==> src/rtl/riscv_multicycle_ctrl_if.sv <==
// riscv_multicycle_ctrl_if
// Bundles the controller <-> datapath signals of the multi-cycle RV32I core.
//   Datapath -> controller: op, funct3, funct7b5 (from the instruction register),
//                           zero (ALU flag), mem_ready (shared memory port)
//   Controller -> datapath: register enables, memory strobe, mux selects,
//                           immediate format, ALU operation, illegal pulse
// master = controller side, slave = datapath side.
interface riscv_multicycle_ctrl_if;
    logic [6:0] op;
    logic [2:0] funct3;
    logic       funct7b5;
    logic       zero;
    logic       mem_ready;

    logic       pc_write;
    logic       adr_src;
    logic       ir_write;
    logic       mem_write;
    logic       reg_write;
    logic [1:0] result_src;
    logic [1:0] alu_src_a;
    logic [1:0] alu_src_b;
    logic [1:0] imm_src;
    logic [2:0] alu_control;
    logic       illegal;

    modport master (
        input  op, funct3, funct7b5, zero, mem_ready,
        output pc_write, adr_src, ir_write, mem_write, reg_write,
               result_src, alu_src_a, alu_src_b, imm_src, alu_control, illegal
    );

    modport slave (
        output op, funct3, funct7b5, zero, mem_ready,
        input  pc_write, adr_src, ir_write, mem_write, reg_write,
               result_src, alu_src_a, alu_src_b, imm_src, alu_control, illegal
    );
endinterface

==> src/rtl/riscv_multicycle_ctrl.sv <==
// riscv_multicycle_ctrl
// Moore-style main controller for a multi-cycle RV32I subset core sharing one
// memory port between fetch and data access.
// Ports:
//   clk   - system clock, rising edge
//   rst_n - asynchronous active-low reset
//   bus   - riscv_multicycle_ctrl_if.master (decode inputs, control outputs)
//
// state    | meaning
// ---------+--------------------------------------------------------
// FETCH    | read instr at PC, PC <- PC+4 when memory is ready
// DECODE   | ALUOut <- old PC + imm (branch/jump target)
// MEMADR   | ALUOut <- rs1 + imm (load/store address)
// MEMREAD  | read data memory at ALUOut
// MEMWB    | rd <- read data
// MEMWRITE | write rs2 to memory at ALUOut
// EXECR    | ALUOut <- rs1 op rs2
// EXECI    | ALUOut <- rs1 op imm
// ALUWB    | rd <- ALUOut
// JAL      | PC <- target, ALUOut <- old PC + 4
// BEQ      | compare rs1/rs2, PC <- target if equal
module riscv_multicycle_ctrl (
    input  logic                          clk,
    input  logic                          rst_n,
    riscv_multicycle_ctrl_if.master       bus
);
    typedef enum logic [3:0] {
        S_FETCH    = 4'd0,
        S_DECODE   = 4'd1,
        S_MEMADR   = 4'd2,
        S_MEMREAD  = 4'd3,
        S_MEMWB    = 4'd4,
        S_MEMWRITE = 4'd5,
        S_EXECR    = 4'd6,
        S_ALUWB    = 4'd7,
        S_EXECI    = 4'd8,
        S_JAL      = 4'd9,
        S_BEQ      = 4'd10
    } state_t;

    state_t     state_q, state_d;
    logic       illegal_q, illegal_d;

    logic       pc_write_c, ir_write_c, mem_write_c, reg_write_c;
    logic       adr_src_c;
    logic [1:0] result_src_c, alu_src_a_c, alu_src_b_c, imm_src_c;
    logic [2:0] alu_control_c;

    // Only R-type (op[5]=1) with funct7b5 selects sub; addi ignores bit 30.
    function automatic logic [2:0] alu_dec(input logic [2:0] f3, input logic op5,
                                           input logic f7b5);
        case (f3)
            3'b000:  alu_dec = (op5 & f7b5) ? 3'b001 : 3'b000;
            3'b010:  alu_dec = 3'b101;
            3'b110:  alu_dec = 3'b011;
            3'b111:  alu_dec = 3'b010;
            default: alu_dec = 3'b000;
        endcase
    endfunction

    always_ff @(posedge clk or negedge rst_n) begin
        if (!rst_n) begin
            state_q   <= S_FETCH;
            illegal_q <= 1'b0;
        end else begin
            state_q   <= state_d;
            illegal_q <= illegal_d;
        end
    end

    always_comb begin
        state_d       = state_q;
        illegal_d     = 1'b0;
        pc_write_c    = 1'b0;
        ir_write_c    = 1'b0;
        mem_write_c   = 1'b0;
        reg_write_c   = 1'b0;
        adr_src_c     = 1'b0;
        result_src_c  = 2'b00;
        alu_src_a_c   = 2'b00;
        alu_src_b_c   = 2'b00;
        alu_control_c = 3'b000;

        case (state_q)
            S_FETCH: begin
                alu_src_b_c  = 2'b10;
                result_src_c = 2'b10;
                ir_write_c   = bus.mem_ready;
                pc_write_c   = bus.mem_ready;
                if (bus.mem_ready) state_d = S_DECODE;
            end
            S_DECODE: begin
                alu_src_a_c = 2'b01;
                alu_src_b_c = 2'b01;
                case (bus.op)
                    7'b0000011, 7'b0100011: state_d = S_MEMADR;
                    7'b0110011:             state_d = S_EXECR;
                    7'b0010011:             state_d = S_EXECI;
                    7'b1101111:             state_d = S_JAL;
                    7'b1100011:             state_d = S_BEQ;
                    default: begin
                        state_d   = S_FETCH;
                        illegal_d = 1'b1;
                    end
                endcase
            end
            S_MEMADR: begin
                alu_src_a_c = 2'b10;
                alu_src_b_c = 2'b01;
                state_d     = bus.op[5] ? S_MEMWRITE : S_MEMREAD;
            end
            S_MEMREAD: begin
                adr_src_c = 1'b1;
                if (bus.mem_ready) state_d = S_MEMWB;
            end
            S_MEMWB: begin
                result_src_c = 2'b01;
                reg_write_c  = 1'b1;
                state_d      = S_FETCH;
            end
            S_MEMWRITE: begin
                adr_src_c   = 1'b1;
                mem_write_c = 1'b1;
                if (bus.mem_ready) state_d = S_FETCH;
            end
            S_EXECR: begin
                alu_src_a_c   = 2'b10;
                alu_control_c = alu_dec(bus.funct3, bus.op[5], bus.funct7b5);
                state_d       = S_ALUWB;
            end
            S_EXECI: begin
                alu_src_a_c   = 2'b10;
                alu_src_b_c   = 2'b01;
                alu_control_c = alu_dec(bus.funct3, bus.op[5], bus.funct7b5);
                state_d       = S_ALUWB;
            end
            S_ALUWB: begin
                reg_write_c = 1'b1;
                state_d     = S_FETCH;
            end
            S_JAL: begin
                alu_src_a_c = 2'b01;
                alu_src_b_c = 2'b10;
                pc_write_c  = 1'b1;
                state_d     = S_ALUWB;
            end
            S_BEQ: begin
                alu_src_a_c   = 2'b10;
                alu_control_c = 3'b001;
                pc_write_c    = bus.zero;
                state_d       = S_FETCH;
            end
            default: state_d = S_FETCH;
        endcase
    end

    always_comb begin
        case (bus.op)
            7'b0100011: imm_src_c = 2'b01;
            7'b1100011: imm_src_c = 2'b10;
            7'b1101111: imm_src_c = 2'b11;
            default:    imm_src_c = 2'b00;
        endcase
    end

    // Strobes are gated by reset directly so no write can slip out while the
    // asynchronous state reset is still in flight.
    assign bus.pc_write    = pc_write_c  & rst_n;
    assign bus.ir_write    = ir_write_c  & rst_n;
    assign bus.mem_write   = mem_write_c & rst_n;
    assign bus.reg_write   = reg_write_c & rst_n;
    assign bus.adr_src     = adr_src_c;
    assign bus.result_src  = result_src_c;
    assign bus.alu_src_a   = alu_src_a_c;
    assign bus.alu_src_b   = alu_src_b_c;
    assign bus.imm_src     = imm_src_c;
    assign bus.alu_control = alu_control_c;
    assign bus.illegal     = illegal_q;
endmodule

==> src/flat_wrapper.sv <==
// flat-port wrapper written by rule: the top's interface ports become plain ports
module riscv_multicycle_ctrl_flat 
  (clk, rst_n, bus_op, bus_funct3, bus_funct7b5, bus_zero, bus_mem_ready, bus_pc_write, bus_adr_src, bus_ir_write, bus_mem_write, bus_reg_write, bus_result_src, bus_alu_src_a, bus_alu_src_b, bus_imm_src, bus_alu_control, bus_illegal);
  riscv_multicycle_ctrl_if bus_i ();
  input  logic clk;
  input  logic rst_n;
  input wire logic [$bits(bus_i.op)-1:0] bus_op;
  input wire logic [$bits(bus_i.funct3)-1:0] bus_funct3;
  input wire logic [$bits(bus_i.funct7b5)-1:0] bus_funct7b5;
  input wire logic [$bits(bus_i.zero)-1:0] bus_zero;
  input wire logic [$bits(bus_i.mem_ready)-1:0] bus_mem_ready;
  output wire logic [$bits(bus_i.pc_write)-1:0] bus_pc_write;
  output wire logic [$bits(bus_i.adr_src)-1:0] bus_adr_src;
  output wire logic [$bits(bus_i.ir_write)-1:0] bus_ir_write;
  output wire logic [$bits(bus_i.mem_write)-1:0] bus_mem_write;
  output wire logic [$bits(bus_i.reg_write)-1:0] bus_reg_write;
  output wire logic [$bits(bus_i.result_src)-1:0] bus_result_src;
  output wire logic [$bits(bus_i.alu_src_a)-1:0] bus_alu_src_a;
  output wire logic [$bits(bus_i.alu_src_b)-1:0] bus_alu_src_b;
  output wire logic [$bits(bus_i.imm_src)-1:0] bus_imm_src;
  output wire logic [$bits(bus_i.alu_control)-1:0] bus_alu_control;
  output wire logic [$bits(bus_i.illegal)-1:0] bus_illegal;
  assign bus_i.op = bus_op;
  assign bus_i.funct3 = bus_funct3;
  assign bus_i.funct7b5 = bus_funct7b5;
  assign bus_i.zero = bus_zero;
  assign bus_i.mem_ready = bus_mem_ready;
  assign bus_pc_write = bus_i.pc_write;
  assign bus_adr_src = bus_i.adr_src;
  assign bus_ir_write = bus_i.ir_write;
  assign bus_mem_write = bus_i.mem_write;
  assign bus_reg_write = bus_i.reg_write;
  assign bus_result_src = bus_i.result_src;
  assign bus_alu_src_a = bus_i.alu_src_a;
  assign bus_alu_src_b = bus_i.alu_src_b;
  assign bus_imm_src = bus_i.imm_src;
  assign bus_alu_control = bus_i.alu_control;
  assign bus_illegal = bus_i.illegal;
  riscv_multicycle_ctrl u_core (.clk(clk), .rst_n(rst_n), .bus(bus_i));
endmodule
==> config.mk <==
export PLATFORM = sky130hd
export DESIGN_NAME = riscv_multicycle_ctrl_flat
export DESIGN_NICKNAME = d
export VERILOG_FILES = /design/src/rtl/riscv_multicycle_ctrl_if.sv /design/src/rtl/riscv_multicycle_ctrl.sv /design/src/flat_wrapper.sv
export SDC_FILE = /design/constraint.sdc
export NUM_CORES = 1
export LEC_CHECK = 0
export ABC_AREA = 1
export CORE_MARGIN = 10
export CORE_UTILIZATION = 41
export DETAILED_ROUTE_END_ITERATION = 10
export PLACE_DENSITY = 0.89
export SETUP_SLACK_MARGIN = 0.5
export SLEW_MARGIN = 0
export SYNTH_ARGS = -nofsm -noshare
export SYNTH_HDL_FRONTEND = slang
export SYNTH_SLANG_ARGS = --single-unit
==> constraint.sdc <==
create_clock -name clk -period 2 [get_ports clk]
set_input_delay 0.4 -clock clk [delete_from_list [all_inputs] [get_ports clk]]
set_output_delay 0.4 -clock clk [all_outputs]
set_load 0.01 [all_outputs]
==> results of run 1 <==
-- timing repair --
item / CTS
endpoints found under the hold margin: 0
setup buffers: 15
resized for setup: 138
pin swaps: 22
setup endpoints to repair: 17
-- through the flow --
stage                     utilization, %  hold slack, ps
after floorplan                        -             104
after detailed placement            78.7             665
after CTS                           95.0             489
after global placement              78.7             659
-- logic make-up after synthesis --
family | synth area share, %
flip-flops | 21.1
AND/OR/NAND/NOR | 54.9
AO/OA/AOI/OAI | 10.8
buffers and inverters | 13.3
==> flow_summary.toml, run 1 <==
[status]
status = "did not finish"
haltStage = "global routing (5_1_grt)"
tool.error = "[ERROR DPL-0038] Utilization greater than 100%, impossible to legalize"

[logic_synthesis]
synth_commonest_cells = "27 x nand2_1, 18 x inv_1, 16 x nor2_1"
synth.largest_area_cell = "dfrtp_1"
postSynthCellCount = 104
synth_area_um2 = 593
ys_types = 21
ys_async_sr_fraction_pct = 100
yosysTopAreaCellShare_pct = 21.1
yosysMostFrequentCell = "nand2_1"
avgSynthCellArea_um2 = 5.70
ys_seq_area_share_pct = 21.1
synthTopCellsByArea = "dfrtp_1 21%, nand2_1 17%, inv_1 11%, nor2_1 10%, nor2_2 7.4%"
synth_nets = 119
synthFlopType = "dfrtp_1"
ys_ff_latch = 5
yosysWarnings = 0
synth_edf_count = 0

[clock_network]
cts-buffers-inserted = 3
htreeDepth = 1
clockBufferDepth = 2
postCtsHoldBufs = 0
cts_sinks = 5
root_buffer = "clkbuf_4"

[timing]
grt-worst-endpoint = "bus_alu_control[2]"
worst-endpoint-pin-kind = "top-level output"

[placed_design]
placed_area_um2 = 1050
hpwl_mm = 1.86
port_buffers = 31
gp_congestion = 0.874
place_worst_setup_slack_ps = -294
place_inst = 167

[floorplanning]
pin_count = 32
die_h_um = 58.0
start_util_pct = 44.5
num_rows = 13
die_x_um = 58.0

[grt]
grt_max_degree = 6
==> run 2: changes to the inputs <==
- CORE_AREA: not set -> 10 10 71 73
- CORE_MARGIN: 10 -> not set
- CORE_UTILIZATION: 41 -> not set
- DIE_AREA: not set -> 0 0 81 83
- PLACE_DENSITY: 0.89 -> not set
- PLACE_DENSITY_LB_ADDON: not set -> 0.15
- SETUP_SLACK_MARGIN: 0.5 -> not set
==> flow_summary.toml, run 2 <==
[detailed_routing]
drc_errors = 0
route.met3.wl_um = 231
routedWlPerCell_um = 10.5
wl_met1_um = 934
viasPerCell = 3.86
dr.pass1.iters = 4
drt_iter0_drc = 71
ant_nets = 0
drt-total-wl_mm = 2.22
wl_met2_mm = 1.03
num_vias = 815
top_layer = "met4"

[power_and_ir_drop]
p_comb_share_pct = 63.2
finalPower_mw = 1.01
clock_power_share_pct = 18.3
switching_share_pct = 40.7
peakVddDrop_mv = 0.285
p_leak_nw = 0.682
p_sw_mw = 0.410
power_density_nw_per_um2 = 839
p_int_mw = 0.596
sequentialPowerShare_pct = 18.6

[floorplanning]
dieArea_um2 = 6720
start_util_pct = 16.3
num_rows = 22
die_h_um = 83
coreArea_um2 = 3630
pin_count = 32
die_x_um = 81

[logic_synthesis]
ys_async_sr_fraction_pct = 100
yosysTopAreaCellShare_pct = 21.1
synthTopCellsByArea = "dfrtp_1 21%, nand2_1 17%, inv_1 11%, nor2_1 10%, nor2_2 7.4%"
synth_edf_count = 0
postSynthCellCount = 104
ys_ff_latch = 5
synthFlopType = "dfrtp_1"
ys_seq_area_share_pct = 21.1
synth_area_um2 = 593
ys_types = 21
synth_commonest_cells = "27 x nand2_1, 18 x inv_1, 16 x nor2_1"
yosysMostFrequentCell = "nand2_1"
avgSynthCellArea_um2 = 5.70
synth_nets = 119
synth.largest_area_cell = "dfrtp_1"
yosysWarnings = 0

[worst_setup_path]
cp-end-kind = "output port"
reg2reg_to = "u_core.state_q[2]"
worstSetupStartpointType = "flip-flop"
worstPathRequired_ps = 1600
cp_data_arrival_time_ps = 1500
path_class = "flip-flop to output port"
cp_max_fo = 5
r2r_start = "u_core.state_q[0]"
ff2ff_path_depth = 8
crit_start = "u_core.state_q[3]"
r2r_slack_ps = 610

[timing]
drv_slew = 0
period_minus_slack_ps = 1900
tightest_slew_ps = 198
rsz0062_at_grt = "true"
report.final.hold_viol_count = 0
fin_crit_sh_pct = 94.9
relSlewSlack_pct = 86.7
setup_viol = 0
worst_hold_slack_ps = 519
finClkSkew_ps = 2.98
max_freq_mhz = 527

[clock_network]
cts-buffers-inserted = 3
root_buffer = "clkbuf_8"
cts_sinks = 5
htreeDepth = 1
clk_latency_ps = 220
clk_pin_slew_ps = 40
clockBufferDepth = 2
cts_tree = "yes"

[layout]
layout.nets = 179
largest_register_ffs = 4
fill_cells = 401
final_common_cell = "nand2_1"
num_antenna_cells = 0
drive_gt1_share_pct = 35.0
mostFrequentLayoutCells = "27 x nand2_1, 24 x buf_4, 17 x inv_1"
syn2layout_area_growth_pct = 102
regMostFlops = "u_core.state_q"

[grt]
grt_overflow = 0
grt_pass1_vias = 844
grt_pass1_wl_mm = 3.93
grtUsageTotal_pct = 7.00
grt_max_degree = 7
antenna_found_initial = 0

[worst_hold_path]
min_path_type = "primary input to asynchronous set/reset pin"

[status]
status = "finished, final reports clean"

[placed_design]
port_buffers = 31
hpwl_mm = 1.92
gp_congestion = 0.835

[flow_run]
cap_violations = 0
[run 2: worst max-delay path: stages, from the launching register on]
cell           delay (ps)
dfrtp_2               440
inv_1                  70
nor2_2                130
nand2_2                80
nand2_2               110
nand3b_2               90
nor2_1                 80
dlygate4sd2_1         270
[run 2: worst max-delay path by stage]
stage / end / slack [ps] / cells past startpoint
CTS: bus_imm_src[0] / 4 / 6
floorplan: bus_pc_write / 530 / 7
finish: bus_alu_control[2] / 100 / 7
detailed placement: bus_imm_src[0] / -260 / 6
global route: bus_pc_write / -9 / 8
global placement: bus_imm_src[0] / -250 / 6
[run 2: kinds of logic after synthesis]
| group | synth area share, % |
|---|---|
| buf+inv | 13.3 |
| compound gates | 10.8 |
| simple gates | 54.9 |
| flops | 21.1 |
[run 2: per-layer routing]
layer  GRT usage (%)  up-vias
met1            8.36      345
met2            10.9       28
met3            3.34        2
met5               0        -
li1                -      440
met4            1.72        0
[run 2: timing repair]
item	CTS	global route
endpoints found under the hold margin	0	0
resized for setup	22	11
pin swaps	0	0
hold buffers	0	0
setup buffers	2	0
setup endpoints to repair	15	9
[run 2: final cells by class]
cell class | instances | area, µm² | area share (%)
timing repair buffer | 55 | 468 | 39.1
multi-input combinational | 78 | 415 | 34.7
sequential | 5 | 130 | 10.9
inverter | 21 | 78.8 | 6.58
tap | 48 | 60.1 | 5.02
clock buffer | 4 | 45.0 | 3.76
[run 2: power groups by stage]
| stage | Clock [mW] | Combinational (mW) | Sequential [mW] |
|---|---|---|---|
| after floorplan | 0 | 0.296 | 0.165 |
| after global routing | 0.201 | 0.713 | 0.194 |
| after CTS | 0.190 | 0.643 | 0.183 |
| final | 0.184 | 0.635 | 0.187 |
| after global placement | 0 | 0.669 | 0.170 |
| after detailed placement | 0 | 0.665 | 0.171 |
[run 2: through the flow]
step / util [%] / setup TNS [ps] / setup WS (ps) / instance area, µm² / instances
after floorplan: - / 0 / 526 / 593 / 104
after global placement: 31.1 / -849 / -251 / 1130 / 205
after global routing: 33.0 / -9.45 / -9.45 / 1200 / 211
final: 33.0 / 0 / 102 / 1200 / 211
after CTS: 32.7 / 0 / 3.52 / 1190 / 211
after detailed placement: 31.1 / -977 / -265 / 1130 / 205
Power figures use the tool's default switching activity.
